[config.mk]
export PLATFORM = sky130hd
export DESIGN_NAME = ov7670_capture
export DESIGN_NICKNAME = d
export VERILOG_FILES = /design/src/rtl/ov7670_capture.sv
export SDC_FILE = /design/constraint.sdc
export NUM_CORES = 1
export LEC_CHECK = 0
export BUFFER_PORTS_ARGS = -buffer_cell sky130_fd_sc_hd__buf_2
export CAP_MARGIN = 20
export CORE_AREA = 2 2 104 106
export DETAILED_ROUTE_END_ITERATION = 12
export DIE_AREA = 0 0 106 108
export GPL_TIMING_DRIVEN = 1
export HOLD_SLACK_MARGIN = 0.1
export PLACE_DENSITY = 0.63
export SYNTH_ARGS = -nofsm -noshare
export SYNTH_HDL_FRONTEND = slang
export SYNTH_SLANG_ARGS = --single-unit
[constraint.sdc]
create_clock -name w_clk -period 2.25 [get_ports w_clk]
set_clock_uncertainty 0.2 [all_clocks]
set_input_delay 0.1125 -clock w_clk [delete_from_list [all_inputs] [get_ports w_clk]]
set_output_delay 0.1125 -clock w_clk [all_outputs]
set_load 0.01 [all_outputs]
[src/rtl/ov7670_capture.sv]
// OV7670 capture: registers VSYNC/HREF/D, pairs bytes into RGB565, crops a window, drives buffer write port.
// Latency: pixel strobe 2 PCLK edges after its second byte; no backpressure (camera cannot stall).
module ov7670_capture #(
   parameter int H_ACTIVE = 640,
   parameter int V_ACTIVE = 480,
   parameter int CROP_X0  = 192,
   parameter int CROP_Y0  = 112,
   parameter int CROP_W   = 256,
   parameter int CROP_H   = 256
) (
   input  logic        w_clk,
   input  logic        rst,
   input  logic        cam_vsync,
   input  logic        cam_href,
   input  logic [7:0]  cam_d,
   output logic [15:0] d_in_a,
   output logic [15:0] w_addr,
   output logic        w_en_a,
   output logic        r_rd,
   output logic        frame_err,
   output logic [1:0]  led_d
);

   typedef enum logic [1:0] {
      SYNC  = 2'd0,
      FRAME = 2'd1,
      READY = 2'd2
   } state_t;

   localparam logic [10:0] CNT_MAX = 11'h7FF;
   localparam logic [10:0] H_CNT   = 11'(H_ACTIVE);
   localparam logic [10:0] V_CNT   = 11'(V_ACTIVE);
   localparam logic [10:0] X_LO    = 11'(CROP_X0);
   localparam logic [10:0] X_HI    = 11'(CROP_X0 + CROP_W);
   localparam logic [10:0] Y_LO    = 11'(CROP_Y0);
   localparam logic [10:0] Y_HI    = 11'(CROP_Y0 + CROP_H);

   state_t      state, state_nxt;
   logic        vs_r, hr_r, vs_p, hr_p;
   logic [7:0]  d_r, hi_byte;
   logic [10:0] col, row;
   logic        phase, line_err;

   logic        vs_rise, vs_fall, hr_rise, hr_fall;
   logic        enter_frame, end_frame;
   logic        pix_phase, in_crop, line_bad_now, frame_good;
   logic [10:0] col_inc, row_inc, rows_done;
   logic [7:0]  col_off, row_off;

   assign vs_rise = vs_r & ~vs_p;
   assign vs_fall = ~vs_r & vs_p;
   assign hr_rise = hr_r & ~hr_p;
   assign hr_fall = ~hr_r & hr_p;

   always_comb begin
      state_nxt   = state;
      enter_frame = 1'b0;
      end_frame   = 1'b0;
      case (state)
         SYNC: begin
            if (vs_fall) begin
               state_nxt   = FRAME;
               enter_frame = 1'b1;
            end
         end
         FRAME: begin
            if (vs_rise) begin
               state_nxt = READY;
               end_frame = 1'b1;
            end
         end
         READY: begin
            if (vs_fall) begin
               state_nxt   = FRAME;
               enter_frame = 1'b1;
            end
         end
         default: state_nxt = SYNC;
      endcase
   end

   // The first HREF-high cycle always carries a high byte, whatever phase was left over.
   assign pix_phase = hr_rise ? 1'b0 : phase;

   assign col_inc   = (col == CNT_MAX) ? col : col + 11'd1;
   assign row_inc   = (row == CNT_MAX) ? row : row + 11'd1;
   assign col_off   = 8'(col - X_LO);
   assign row_off   = 8'(row - Y_LO);
   assign in_crop   = (col >= X_LO) && (col < X_HI) && (row >= Y_LO) && (row < Y_HI);

   // A line that ends in the same cycle VSYNC rises must still count toward the frame verdict.
   assign line_bad_now = hr_fall && ((col != H_CNT) || phase);
   assign rows_done    = hr_fall ? row_inc : row;
   assign frame_good   = (rows_done == V_CNT) && !line_err && !line_bad_now && !hr_r;

   always_ff @(posedge w_clk) begin
      if (rst) begin
         state     <= SYNC;
         vs_r      <= 1'b0;
         hr_r      <= 1'b0;
         vs_p      <= 1'b0;
         hr_p      <= 1'b0;
         d_r       <= 8'd0;
         hi_byte   <= 8'd0;
         col       <= 11'd0;
         row       <= 11'd0;
         phase     <= 1'b0;
         line_err  <= 1'b0;
         d_in_a    <= 16'd0;
         w_addr    <= 16'd0;
         w_en_a    <= 1'b0;
         r_rd      <= 1'b0;
         frame_err <= 1'b0;
      end else begin
         state  <= state_nxt;
         vs_r   <= cam_vsync;
         hr_r   <= cam_href;
         d_r    <= cam_d;
         vs_p   <= vs_r;
         hr_p   <= hr_r;
         w_en_a <= 1'b0;
         if (enter_frame) begin
            col       <= 11'd0;
            row       <= 11'd0;
            phase     <= 1'b0;
            line_err  <= 1'b0;
            frame_err <= 1'b0;
            r_rd      <= 1'b0;
         end else if (end_frame) begin
            r_rd      <= frame_good;
            frame_err <= !frame_good;
         end else if (state == FRAME) begin
            if (hr_r) begin
               if (hr_rise) begin
                  col <= 11'd0;
               end
               if (!pix_phase) begin
                  hi_byte <= d_r;
                  phase   <= 1'b1;
               end else begin
                  phase <= 1'b0;
                  col   <= col_inc;
                  if (in_crop) begin
                     d_in_a <= {hi_byte, d_r};
                     w_addr <= {row_off, col_off};
                     w_en_a <= 1'b1;
                  end
               end
            end else if (hr_fall) begin
               if (line_bad_now) begin
                  line_err <= 1'b1;
               end
               row   <= row_inc;
               phase <= 1'b0;
            end
         end
      end
   end

   assign led_d = state;

endmodule

### After elaboration in Yosys (flattened, before gate mapping)

Index checks and enable logic that the tools add are counted.

| word-level totals | value |
|---|---|
| bits of input ports | 12 |
| bits in registers | 81 |
| logic and storage cells | 87 |

| operators by class | value |
|---|---|
| $lt $le $gt $ge | 4 |
| reductions and logical operators | 25 |
| multiplexer cells | 17 |
| bitwise operators | 12 |
| eq/ne operators | 9 |
| add/subtract/negate cells | 4 |

Operator list:

| cell | count |
|---|---|
| $mux 11 | 5 |
| $add 11x1->11 const B | 2 |
| $eq 11x11->1 const B | 2 |
| $lt 11x9->1 const B | 2 |
| $reduce_and 5->1 | 3 |
| $eq 11x9->1 const B | 1 |
| $ge 11x7->1 const B | 1 |
| $ge 11x8->1 const B | 1 |
| $ne 11x10->1 const B | 1 |
| $mux 1 | 9 |
| $not 1->1 | 8 |
| $sub 8x7->8 const B | 1 |
| $sub 8x8->8 const B | 1 |
| $logic_and 1x1->1 | 7 |
| $reduce_and 3->1 | 2 |
| $reduce_and 6->1 | 1 |
| $reduce_or 6->1 | 1 |
| $and 1x1->1 | 4 |
| $logic_not 1->1 | 4 |
| $mux 2 | 2 |
| $ne 2x2->1 const B | 2 |
| $pmux 2 s2 | 1 |
| $reduce_bool 2->1 | 2 |
| $reduce_or 2->1 | 2 |
| other kinds (6) | 6 |

### Longest topological paths before layout

Gate-level depths: netlist of run 1.

| logic depth | value |
|---|---|
| depth in word-level cells | 8 |
| gate-level depth with buffers | 9 |
| gate-level depth less buffers | 8 |

### Worst setup path after synthesis of run 1

OpenSTA, ideal clock, no wires.

| timing path | value |
|---|---|
| kind | register to register |
| start | reg state[0] (netlist: led_d[0]) |
| end | reg frame_err |
| library setup time | 116 ps |
| path slack | 103 ps |
| stages on the path, launching flop included | 7 |
| data arrival time | 1,832 ps |
| buffers on the path | 0 |
| cell sequence | dfxtp_1 nand4bb_4 or4_1 a2111o_1 a211oi_2 nand4_1 and3_1 |

| on the way | value |
|---|---|
| longest elaborated chain between the ends | 4 |

Ends and longest elaborated chain:

| item | line | RTL |
|---|---|---|
| start, declared | 38 | `state_t state, state_nxt;` |
| start signal, assigned | 115 | `state <= state_nxt;` |
| $eq 2x2->1 or $logic_not 2->1 (tied branches) | 59 | `case (state)` |
| $reduce_or 2->1 (no source line) | - |  |
| $mux 1 | - |  |
| $reduce_or 2->1 (no source line) | - |  |
| end signal, assigned | 131 | `frame_err <= !frame_good;` |
| end, declared | 20 | `output logic frame_err,` |

Several ways; a longest one is shown, not always the timed one.
A chain may end at the register's enable or synchronous reset.

### Final worst setup path of run 1

| timing path | value |
|---|---|
| start | reg col[1] |
| end | reg frame_err |

| on the way | value |
|---|---|
| longest elaborated chain between the ends | 7 |

Ends and longest elaborated chain:

| item | line | RTL |
|---|---|---|
| start, declared | 41 | `logic [10:0] col, row;` |
| start signal, assigned | 142 | `col <= col_inc;` |
| $ne 11x10->1 | 92 | `assign line_bad_now = hr_fall && ((col != H_CNT) \|\| phase);` |
| $logic_or 1x1->1 | 92 |  |
| $logic_and 1x1->1 | 92 |  |
| $logic_not 1->1 | 94 | `assign frame_good = (rows_done == V_CNT) && !line_err && !line_bad_now && !hr_r;` |
| $logic_and 1x1->1 (2 in a row) | 94 |  |
| $logic_not 1->1 | 131 |  |

No other way between the ends.

==> results, run 1 <==
- The library cell with the largest summed area after synthesis is sky130_fd_sc_hd__dfxtp_1.
- The number of distinct standard cells referenced by the synthesized netlist is 44.
- The post-route cell area is 4420 µm².
- The number of buffers inserted during clock tree synthesis is 9.
- For this configuration, the core starts out at a cell density of 0.342.
- The instance count of the mapped netlist is 382.
- The average footprint of a synthesized cell is 9.17 µm².
- The power per unit of standard cell area is 629 nW/µm².
- The max-capacitance violation count is 0.
- The clock tree synthesis step divided the H-tree into 3 levels.
- In the synthesized netlist the async set-or-reset flop fraction comes to 0.
- The total core area is 10200 µm².
- The final count of pins violating max slew is 0.
- The clock transition at the register clock pins on the worst setup and hold paths after CTS is 0.09 ns.
- The worst setup path is of the flip-flop to flip-flop kind.
- The overall power after layout is 2.78 mW.
- The area taken by multi-input logic gates is 1790 µm².
- The number of primary I/O pins is 49.
- For this run, the number of Yosys warnings is 0.
- In this run, synthesis produced a sequential element count of 81.
- The via count of the first global-routing pass is 2738.
- The final-report hold violation count is 0.
- The final estimated routing congestion in global placement is 0.875.
- The worst-case vdd ir drop is 0.000303 V.
- The total setup violations reported at the end of the flow is 0.
- Counting flops with a built-in enable in the synthesized netlist gives 0.
- By instance count, the leading cell after synthesis is sky130_fd_sc_hd__dfxtp_1.
- The met1 layer usage reported by global route is 0.175.
- The post-detailed-placement half-perimeter wirelength is 5540 µm.
- The end point of the critical path is frame_err$_SDFFE_PP0P_.
- The data arrival time of the critical path is 2.22 ns.
- For met2 alone, demand over resource in global routing was 0.233.
- The post-place setup slack is -0.0309 ns.
- Of all nets on the critical path, the largest fanout is 2.
- The total global routing track utilization is 0.143.
- The chip height is 108 µm.
- Setup slack on the worst reg-to-reg path comes out at 0.09 ns.
- The first global-routing pass estimated 13000 µm of wire.
- TritonCTS built the clock tree.
- For met3 alone, demand over resource in global routing was 0.0404.
- The net count of the finished layout is 475.
- The total wire length after detailed routing is 7700 µm.
- After filler insertion, the fill cell instance count of the layout stands at 987.
- After detailed routing, the average wire length per cell comes to 12.9 µm.
- The placed cell count is 570.
- The path class of the tightest hold or removal check is flip-flop to flip-flop.
- In this run the critical register-to-register path is launched from col[1]$_SDFFE_PP0P_.
- The first TritonRoute pass finished after 5 iterations.
- The number of antenna violations at the first check in global routing is 0.
- The pin slew with the least headroom to its limit is 0.505 ns.
- In this run the tool buffered the top-level ports with 48 buffer cells.
- The antenna diode instance count is 0.
- The run finished with clean final reports.
- The routed design could run at a clock period as short as 2.16 ns.
- After clock tree synthesis, the setup repair step added 0 buffers.
- Counting instances in the post-synthesis netlist gives the leading cell types as 81 x sky130_fd_sc_hd__dfxtp_1, 73 x sky130_fd_sc_hd__nor2_1, 41 x sky130_fd_sc_hd__mux2i_1.
- The required time of the worst setup path is 2.31 ns.
- In this run the critical register-to-register path is captured at frame_err$_SDFFE_PP0P_.
- STA classifies the critical path endpoint as a flip-flop.
- Entering global routing, the biggest net connects 52 pins.
- The share of the Yosys chip area taken by registers is 0.463.
- The leakage power is 1.99 nW.
- The clock passes through at most 2 buffers.
- The final route contains 2898 vias.
- The layer flagged by global routing as most heavily used is met2.
- The worst-case setup margin in the final layout is 0.0899 ns.
- The remaining routing DRC violations is 0.
- The number of DRC violations after detailed-routing iteration 0 is 168.
- Using the TritonRoute via totals, the vias-per-cell ratio works out to 4.85.
- The area overhead of the layout relative to synthesis is 26.2%.
- The dominant register cell in the synthesized netlist is sky130_fd_sc_hd__dfxtp_1.
- Registers take 1620 µm².
- The synthesized netlist net count is 401.
- Clock latency on the worst-skew pair, taken at its later pin, is 0.36 ns.
- The share of the synthesized area in the top cell type is 0.463.
- In the final layout, the share of cells above drive strength 1 is 0.234.
- The remaining global-route overflow is 0.
- For this run, the top clock speed supported by timing is 463 MHz.
- The most critical setup path has its startpoint at col[1]$_SDFFE_PP0P_.
- The depth of the most critical reg-to-reg path is 9.
- The number of clock sinks is 81.
- The die covers 11400 µm².
- The final clock period utilization by the worst path is 0.960.
- Clock tree synthesis selected as its root buffer the cell sky130_fd_sc_hd__clkbuf_8.
- The detail route stage leaves a number of antenna-violating nets equal to 0.
- The row count is 37.
- Measured along the x axis, the die boundary spans 106 µm.
- By area the synthesized netlist is led by sky130_fd_sc_hd__dfxtp_1 46%, sky130_fd_sc_hd__mux2i_1 12%, sky130_fd_sc_hd__nor2_1 7.8%, sky130_fd_sc_hd__nand3_1 3.0%, sky130_fd_sc_hd__nor2b_1 2.7%.
- The critical path startpoint category is a flip-flop.
- The synthesized area is 3500 µm².
- The max-slew headroom at the worst pin is 0.663.
- The number of standard cells in the final layout excluding fillers is 597.
- Across all hold checks on the routed design, the worst slack comes to 0.262 ns.
- Summing all placed instances gives a cell area of 4030 µm².
==> per-stage QoR <==
stage | setup TNS [ns] | utilization
5_1_grt | -0.0739 | 0.432
3_3_place_gp | -0.0333 | 0.394
3_5_place_dp | -0.0309 | 0.394
2_1_floorplan | 0 | -
4_1_cts | 0 | 0.428
6_report | 0 | 0.432
==> final cells by class <==
class	instances	share of cell area
tap	136	0.0385
clock inverter	7	0.0241
timing repair buffer	88	0.129
clock buffer	9	0.0280
multi-input combinational	266	0.405
inverter	10	0.00849
sequential	81	0.367
==> metal layers <==
| metal | wire length, µm | part of all wire |
|---|---|---|
| met3 | 483 | 0.063 |
| met1 | 3470 | 0.45 |
| met5 | 0 | 0 |
| met2 | 3570 | 0.46 |
| met4 | 174 | 0.023 |
==> registers in the layout (all words and copies together), names as in the netlist <==
register   count
hr_r           1
d_r            8
line_err       1
vs_p           1
frame_err      1
row           11
led_d          2
vs_r           1
hi_byte        8
phase          1
d_in_a        16
hr_p           1
w_addr        16
col           11
r_rd           1
w_en_a         1
==> worst max-delay path: stages (launching register included) <==
cell,delay [ns]
sky130_fd_sc_hd__dfxtp_1,0.32
sky130_fd_sc_hd__inv_1,0.07
sky130_fd_sc_hd__ha_1,0.15
sky130_fd_sc_hd__nor4b_4,0.19
sky130_fd_sc_hd__buf_4,0.15
sky130_fd_sc_hd__nand4_1,0.12
sky130_fd_sc_hd__a2111o_1,0.41
sky130_fd_sc_hd__a211oi_2,0.15
sky130_fd_sc_hd__nand4_1,0.13
sky130_fd_sc_hd__and3_1,0.19
==> what timing repair did <==
| action | 4_1_cts | 5_1_grt |
|---|---|---|
| pin swaps | 0 | 4 |
| resized for setup | 1 | 9 |
| endpoints found under the hold margin | 15 | 0 |
| hold buffers | 11 | 0 |
| setup endpoints to repair | 1 | 16 |
==> logic make-up (layout without fill, tap and decap cells) <==
group / Yosys count / count (layout) / share of synthesized area
AND/OR/NAND/NOR: 161 / 161 / 0.229
flip-flops: 81 / 81 / 0.463
multiplexers: 41 / 41 / 0.117
AO/OA/AOI/OAI: 38 / 38 / 0.0764
buffers and inverters: 35 / 114 / 0.0418
XOR/XNOR: 19 / 19 / 0.0475
adder cells (fa/ha/maj): 7 / 7 / 0.0250
==> where the power goes <==
group          switching (mW)  total (mW)  internal, mW
registers              0.0115        1.46          1.45
logic                  0.0496      0.0942        0.0446
clock network           0.583        1.23         0.646
total                   0.645        2.78          2.14
==> cell usage in the layout, fill, tap and decap left out, types with 3 or more instances in the layout <==
cell                            netlist  routed
sky130_fd_sc_hd__dfxtp_1             81      79
sky130_fd_sc_hd__nor2_1              73      73
sky130_fd_sc_hd__buf_2               12      48
sky130_fd_sc_hd__mux2i_1             41      41
sky130_fd_sc_hd__buf_4                0      29
sky130_fd_sc_hd__nand3_1             21      21
sky130_fd_sc_hd__nor2b_1             15      15
sky130_fd_sc_hd__nand2_1             12      11
sky130_fd_sc_hd__dlygate4sd3_1        0      11
sky130_fd_sc_hd__inv_1               10      10
sky130_fd_sc_hd__xnor2_1             10      10
sky130_fd_sc_hd__a31oi_1              9       9
sky130_fd_sc_hd__xor2_1               9       9
sky130_fd_sc_hd__a21oi_1              9       9
sky130_fd_sc_hd__clkbuf_8             0       9
sky130_fd_sc_hd__nor3_1               9       8
sky130_fd_sc_hd__ha_1                 7       7
sky130_fd_sc_hd__nand4_1              6       6
sky130_fd_sc_hd__and3_1               6       6
sky130_fd_sc_hd__nand3b_1             3       3
sky130_fd_sc_hd__a311oi_1             3       3
sky130_fd_sc_hd__inv_6                0       3
==> how the worst min path moves through the flow <==
stage | from | to | slack [ns] | cells past startpoint
after floorplan | cam_d[0] | d_r[0]$_SDFF_PP0_ | 0.04 | 1
after global placement | cam_d[0] | d_r[0]$_SDFF_PP0_ | 0.12 | 2
after detailed placement | cam_d[4] | d_r[4]$_SDFF_PP0_ | 0.13 | 2
after CTS | r_rd$_SDFFE_PP0P_ | r_rd$_SDFFE_PP0P_ | 0.27 | 2
after global routing | cam_d[4] | d_r[4]$_SDFF_PP0_ | 0.29 | 3
final | r_rd$_SDFFE_PP0P_ | r_rd$_SDFFE_PP0P_ | 0.26 | 2
Note: power is estimated with default switching activity, not from simulation.
==> run 2, diff against run 1 <==
Settings changed: BUFFER_PORTS_ARGS -buffer_cell sky130_fd_sc_hd__buf_2 to -buffer_cell sky130_fd_sc_hd__clkbuf_2.
==> run 2 against run 1 <==
Against the previous run:
- clock power barely moved
- utilization rose by 1.3 points
- combinational power rose by 18%
- worst setup slack got worse by 0.053 ns
- sequential share of layout area fell by 1.0 points
- maximum frequency fell by 2.4%
- critical path depth did not move
- cell area rose by 3.0%
- sequential power barely moved
- power rose by 0.86%
- highest routed layer unchanged
==> results, run 2 (synthesis gave the netlist of run 1 again) <==
- The chip height was 108 µm (unchanged).
- The clock transition at the register clock pins on the worst setup and hold paths after CTS is 0.08 ns (was 0.09 ns).
- The number of port buffers is 48 (unchanged).
- The start point of the critical path is col[1]$_SDFFE_PP0P_ (unchanged).
- The endpoint class of the critical path is a flip-flop (unchanged).
- The row count came to 37 (unchanged).
- Setup repair after global routing could not meet its margin everywhere.
- The worst hold-check slack came to 0.274 ns (was 0.262 ns).
- The number of DRC violations after detailed-routing iteration 0 came to 164 (was 168).
- The number of cells traversed by the worst hold path came to 2 (unchanged).
- Run status: completed (unchanged).
- The standard cell area after detailed placement was 4050 µm² (was 4030 µm²).
- The critical path startpoint category is a flip-flop (unchanged).
- The post-detailed-placement half-perimeter wirelength is 5690 µm (was 5540 µm).
- The clock tree from TritonCTS is done (unchanged).
- The kind of critical path is flip-flop to flip-flop (unchanged).
- The final count of pins violating max slew came to 0 (unchanged).
- The via count of the first global-routing pass is 2908 (was 2738).
- The number of buffers inserted during clock tree synthesis is 9 (unchanged).
- The highest metal layer with signal wires is met4 (unchanged).
- The count of TritonRoute iterations in the first routing pass is 4 (was 5).
- The post-place setup slack is -0.0591 ns (was -0.0309 ns).
- The data arrival time of the critical path is 2.27 ns (was 2.22 ns).
- The leakage power is 2.03 nW (was 1.99 nW).
- The deepest level of the CTS H-tree was 3 (unchanged).
- The initial standard-cell utilization of the core is 0.342 (unchanged).
- The first-pass GRT wire length is 13400 µm (was 13000 µm).
- The final net count came to 488 (was 475).
- The power per unit of standard cell area came to 616 nW/µm² (was 629 nW/µm²).
- The remaining global-route overflow is 0 (unchanged).
- The number of primary I/O pins is 49 (unchanged).
- The final standard cell utilization of the core is 0.445 (was 0.432).
- The max-capacitance violation count is 0 (unchanged).
- The max-slew headroom at the worst pin is 0.696 (was 0.663).
- The average detailed-routed wire length per instance was 13.2 µm (was 12.9 µm).
- The area overhead of the layout relative to synthesis was 29.9% (was 26.2%).
- The post-route cell area was 4550 µm² (was 4420 µm²).
- The final estimated routing congestion in global placement came to 0.899 (was 0.875).
- The number of clock sinks is 81 (unchanged).
- The antenna diode instance count is 0 (unchanged).
- The number of standard cells in the final layout excluding fillers was 610 (was 597).
- Leading registers by flop count: d_in_a (16), w_addr (16) (unchanged).
- The total via count after detailed routing is 2971 (was 2898).
- The final clock period utilization by the worst path came to 0.983 (was 0.960).
- The type of the most critical hold path is flip-flop to flip-flop (unchanged).
- The total core area is 10200 µm² (unchanged).
- The depth of the most critical reg-to-reg path is 9 (unchanged).
- The total wire length after detailed routing came to 8030 µm (was 7700 µm).
- The remaining routing DRC violations is 0 (unchanged).
- The capture instance of the worst register-to-register path is frame_err$_SDFFE_PP0P_ (unchanged).
- The later-pin clock latency in the skew report is 0.37 ns (was 0.36 ns).
- The pin slew with the least headroom to its limit is 0.454 ns (was 0.505 ns).
- The total setup violations reported at the end of the flow is 0 (unchanged).
- Most used cells in the layout excluding fill and tap cells: 77 x sky130_fd_sc_hd__dfxtp_1, 73 x sky130_fd_sc_hd__nor2_1, 48 x sky130_fd_sc_hd__clkbuf_2 (was 79 x sky130_fd_sc_hd__dfxtp_1, 73 x sky130_fd_sc_hd__nor2_1, 48 x sky130_fd_sc_hd__buf_2).
- The routed length on met2 came to 3700 µm (was 3570 µm).
- The maximum number of buffers from clock root to sink came to 2 (unchanged).
- The fraction of final layout cells sized beyond drive strength 1 came to 0.243 (was 0.234).
- The number of antenna violations at the first check in global routing came to 0 (unchanged).
- The filler cell count was 981 (was 987).
- The width of the chip came to 106 µm (unchanged).
- The placed cell count is 572 (was 570).
- The post-route minimum period is 2.21 ns (was 2.16 ns).
- The required time of the worst setup path is 2.31 ns (about the same).
- The most frequent standard cell in the layout excluding fill and tap cells is sky130_fd_sc_hd__dfxtp_1 (unchanged).
- The post-detailed-route count of antenna-violating nets is 0 (unchanged).
- The post-route met1 wirelength is 3690 µm (was 3470 µm).
- The worst reg-to-reg setup slack came to 0.04 ns (was 0.09 ns).
- The end point of the critical path is frame_err$_SDFFE_PP0P_ (unchanged).
- The total global routing track utilization is 0.146 (was 0.143).
- The pin count of the biggest net entering global routing came to 31 (was 52).
- The root buffer selected by CTS is sky130_fd_sc_hd__clkbuf_8 (unchanged).
- The die footprint is 11400 µm² (unchanged).
- The worst-case setup margin in the final layout is 0.0372 ns (was 0.0899 ns).
- The vias per cell was 4.87 (was 4.85).
- The highest fanout seen on the critical path is 2 (unchanged).
- The met3 wire length is 487 µm (was 483 µm).
- The overall power after layout was 2.81 mW (was 2.78 mW).
- The upper clock frequency limit is 452 MHz (was 463 MHz).
- The startpoint of the lowest-slack register-to-register path was col[1]$_SDFFE_PP0P_ (unchanged).
- The worst-case vdd ir drop was 0.000290 V (was 0.000303 V).
- The setup TNS after final layout was 0 ns (unchanged).
- The final-report hold violation count is 0 (unchanged).
-- run 2: changes by cell type in the layout (fill, tap and decap cells not counted), sizes merged --
cell         change
clkbuf          +48
dlygate4sd3     +10
clkinvlp         +1
buf             -45
clkinv           -1
-- run 2: worst max-delay path: stages (launching register included) --
cell and delay (ns):
sky130_fd_sc_hd__dfxtp_2 0.33, sky130_fd_sc_hd__inv_2 0.07, sky130_fd_sc_hd__ha_4 0.12, sky130_fd_sc_hd__nor4b_4 0.16
sky130_fd_sc_hd__buf_4 0.14, sky130_fd_sc_hd__nand4_1 0.13, sky130_fd_sc_hd__a2111o_1 0.47, sky130_fd_sc_hd__a211oi_2 0.15
sky130_fd_sc_hd__nand4_1 0.13, sky130_fd_sc_hd__and3_1 0.20
-- run 2: timing repair --
item,4_1_cts,5_1_grt
endpoints found under the setup margin,5,51
resized for setup,2,13
hold buffers,21,0
buffers inserted,0,1
endpoints found under the hold margin,65,0
pin swaps,1,6
-- run 2: worst min-delay path by stage --
stage / end / start
after floorplan: d_r[0]$_SDFF_PP0_ / cam_d[0]
after detailed placement: d_r[3]$_SDFF_PP0_ / cam_d[3]
after CTS: r_rd$_SDFFE_PP0P_ / r_rd$_SDFFE_PP0P_
after global routing: w_addr[12]$_SDFFE_PP0P_ / w_addr[12]$_SDFFE_PP0P_
after global placement: d_r[0]$_SDFF_PP0_ / cam_d[0]
final: r_rd$_SDFFE_PP0P_ / r_rd$_SDFFE_PP0P_
-- run 2: area by class of cell --
cell class,count,area [µm²],share of cell area
clock buffer,9,124,0.0272
clock inverter,7,108,0.0236
inverter,10,37.5,0.00825
multi-input combinational,266,1800,0.394
sequential,81,1630,0.357
tap,136,170,0.0374
timing repair buffer,101,691,0.152
-- run 2: where the power goes --
group | switching [mW] | internal [mW] | leakage, nW
combinational | 0.0536 | 0.0574 | 1.26
clock | 0.590 | 0.648 | 0.114
sequential | 0.0109 | 1.45 | 0.657
total | 0.654 | 2.15 | 2.03
-- run 2: per-layer routing --
metal,vias up,global-route usage
met2,73,0.238
met3,15,0.0422
li1,1485,-
met5,-,0
met4,0,0.0667
met1,1398,0.180
==> run 3, diff against run 2 <==
Settings changed: CORE_AREA 2 2 104 106 to 2 2 86 88, DIE_AREA 0 0 106 108 to 0 0 88 90, PLACE_DENSITY 0.63 to 0.83.
==> run 3 against run 2 <==
Against the previous run:
- first-iteration DRC count is 61% higher
- die area is 31% lower
- sequential cell count stayed put
- non-clock buffer count is 9 lower
- critical endpoint unchanged
- highest routed layer unchanged
- cell count is 7.5% lower
- wire length is 2.8% higher
- sequential power hardly changed
- clock power is 5% lower
- maximum frequency is 2.0% higher
- critical path depth is 1 lower
==> results, run 3 (synthesis gave the netlist of run 1 again) <==
- Run status: completed (unchanged).
- The upper clock frequency limit was 461 MHz (was 452 MHz).
- The endpoint class of the critical path is a flip-flop (unchanged).
- The required time of the worst setup path is 2.31 ns (about the same).
- The number of port buffers was 48 (unchanged).
- The leakage power came to 1.97 nW (was 2.03 nW).
- The number of antenna violations at the first check in global routing was 0 (unchanged).
- The critical path startpoint category is a flip-flop (unchanged).
- The clock transition at the register clock pins on the worst setup and hold paths after CTS is 0.08 ns (about the same).
- The final-report hold violation count came to 0 (unchanged).
- The clock tree from TritonCTS is done (unchanged).
- The width of the chip is 88 µm (was 106 µm).
- The total core area is 7020 µm² (was 10200 µm²).
- The power per unit of standard cell area was 619 nW/µm² (was 616 nW/µm²).
- The count of TritonRoute iterations in the first routing pass is 6 (was 4).
- Most used cells in the layout excluding fill and tap cells: 73 x sky130_fd_sc_hd__nor2_1, 72 x sky130_fd_sc_hd__dfxtp_1, 48 x sky130_fd_sc_hd__clkbuf_2 (was 77 x sky130_fd_sc_hd__dfxtp_1, 73 x sky130_fd_sc_hd__nor2_1, 48 x sky130_fd_sc_hd__clkbuf_2).
- The post-place setup slack is -0.0435 ns (was -0.0591 ns).
- The total global routing track utilization is 0.207 (was 0.146).
- The worst-case vdd ir drop is 0.000518 V (was 0.000290 V).
- The total setup violations reported at the end of the flow came to 0 (unchanged).
- The die footprint came to 7920 µm² (was 11400 µm²).
- The final standard cell utilization of the core is 0.631 (was 0.445).
- The average detailed-routed wire length per instance is 14.6 µm (was 13.2 µm).
- The deepest level of the CTS H-tree is 3 (unchanged).
- The total via count after detailed routing is 3049 (was 2971).
- The pin slew with the least headroom to its limit is 0.405 ns (was 0.454 ns).
- The final count of pins violating max slew is 0 (unchanged).
- The number of primary I/O pins is 49 (unchanged).
- The number of buffers inserted during clock tree synthesis was 9 (unchanged).
- The final clock period utilization by the worst path was 0.964 (was 0.983).
- The standard cell area after detailed placement came to 3980 µm² (was 4050 µm²).
- The type of the most critical hold path was flip-flop to flip-flop (unchanged).
- The data arrival time of the critical path was 2.23 ns (was 2.27 ns).
- The post-detailed-placement half-perimeter wirelength is 5530 µm (was 5690 µm).
- The final estimated routing congestion in global placement was 0.959 (was 0.899).
- The max-slew headroom at the worst pin is 0.723 (was 0.696).
- The chip height is 90 µm (was 108 µm).
- The worst-case setup margin in the final layout is 0.0799 ns (was 0.0372 ns).
- The vias per cell is 5.41 (was 4.87).
- The remaining global-route overflow was 0 (unchanged).
- The row count was 31 (was 37).
- The worst hold-check slack is 0.252 ns (was 0.274 ns).
- The pin count of the biggest net entering global routing is 41 (was 31).
- The total wire length after detailed routing was 8260 µm (was 8030 µm).
- The initial standard-cell utilization of the core is 0.499 (was 0.342).
- The later-pin clock latency in the skew report is 0.36 ns (was 0.37 ns).
- The first-pass GRT wire length was 13000 µm (was 13400 µm).
- The post-detailed-route count of antenna-violating nets is 0 (unchanged).
- The final net count is 479 (was 488).
- The number of clock sinks is 81 (unchanged).
- The worst reg-to-reg setup slack is 0.08 ns (was 0.04 ns).
- Leading registers by flop count: d_in_a (16), w_addr (16) (unchanged).
- The max-capacitance violation count came to 0 (unchanged).
- The number of DRC violations after detailed-routing iteration 0 is 264 (was 164).
- The root buffer selected by CTS is sky130_fd_sc_hd__clkbuf_8 (unchanged).
- The antenna diode instance count is 0 (unchanged).
- The via count of the first global-routing pass came to 2890 (was 2908).
- The fraction of final layout cells sized beyond drive strength 1 is 0.260 (was 0.243).
- The most frequent standard cell in the layout excluding fill and tap cells is sky130_fd_sc_hd__nor2_1 (was sky130_fd_sc_hd__dfxtp_1).
- The maximum number of buffers from clock root to sink is 2 (unchanged).
- The highest fanout seen on the critical path came to 2 (unchanged).
- The area overhead of the layout relative to synthesis came to 26.4% (was 29.9%).
- The post-route minimum period is 2.17 ns (was 2.21 ns).
- The overall power after layout is 2.74 mW (was 2.81 mW).
- The post-route cell area is 4430 µm² (was 4550 µm²).
- The remaining routing DRC violations is 0 (unchanged).
- The kind of critical path was flip-flop to flip-flop (unchanged).
-- run 3: cell types whose count changed in the layout (fill, tap and decap cells not counted), moves of 2 or more --
cell / previous run / this run
sky130_fd_sc_hd__inv_8: 2 / 0
sky130_fd_sc_hd__dlygate4sd3_1: 21 / 12
sky130_fd_sc_hd__dfxtp_1: 77 / 72
sky130_fd_sc_hd__dfxtp_2: 4 / 9
sky130_fd_sc_hd__buf_4: 32 / 30
-- run 3: final timing paths --
check,start,to,depth (start not counted)
max,col[1]$_SDFFE_PP0P_,frame_err$_SDFFE_PP0P_,8
min,r_rd$_SDFFE_PP0P_,r_rd$_SDFFE_PP0P_,2
max reg2reg,col[1]$_SDFFE_PP0P_,frame_err$_SDFFE_PP0P_,8
min reg2reg,r_rd$_SDFFE_PP0P_,r_rd$_SDFFE_PP0P_,2
-- run 3: power breakdown --
group / switching (mW) / internal [mW]
clock network: 0.553 / 0.631
registers: 0.0119 / 1.45
logic: 0.0514 / 0.0465
total: 0.616 / 2.12
-- run 3: per-layer routing --
layer	global-route usage	share of wire	wire (µm)
met3	0.0514	0.059	487
met4	0.0795	0.023	193
met2	0.348	0.50	4160
met1	0.250	0.41	3420
met5	0	0	0
-- run 3: what timing repair did --
action	in CTS	in global routing
endpoints found under the hold margin	24	0
endpoints found under the setup margin	2	39
resized for setup	1	22
setup buffers	0	4
pin swaps	0	8
hold buffers	12	0
-- run 3: final cells by class --
cell class | instances | area, µm²
clock inverters | 6 | 90.1
well taps | 99 | 124
multi-input cells | 266 | 1800
repair buffers | 92 | 617
inverters | 10 | 37.5
fillers | 533 | 2590
flip-flops and latches | 81 | 1630
clock buffers | 10 | 128
-- run 3: stage by stage --
stage	TNS, ns	std cells
after floorplan	0	382
after global placement	0	532
after detailed placement	-0.0435	532
after CTS	0	560
after global routing	-0.0260	564
final	0	564
-- run 3: worst max-delay path, cell delays in order, from the launching register on --
cell	delay [ns]
sky130_fd_sc_hd__dfxtp_2	0.33
sky130_fd_sc_hd__inv_2	0.07
sky130_fd_sc_hd__ha_4	0.12
sky130_fd_sc_hd__nor4b_4	0.19
sky130_fd_sc_hd__nand4_1	0.20
sky130_fd_sc_hd__a2111o_1	0.46
sky130_fd_sc_hd__a211oi_2	0.16
sky130_fd_sc_hd__nand4_1	0.13
sky130_fd_sc_hd__and3_1	0.20
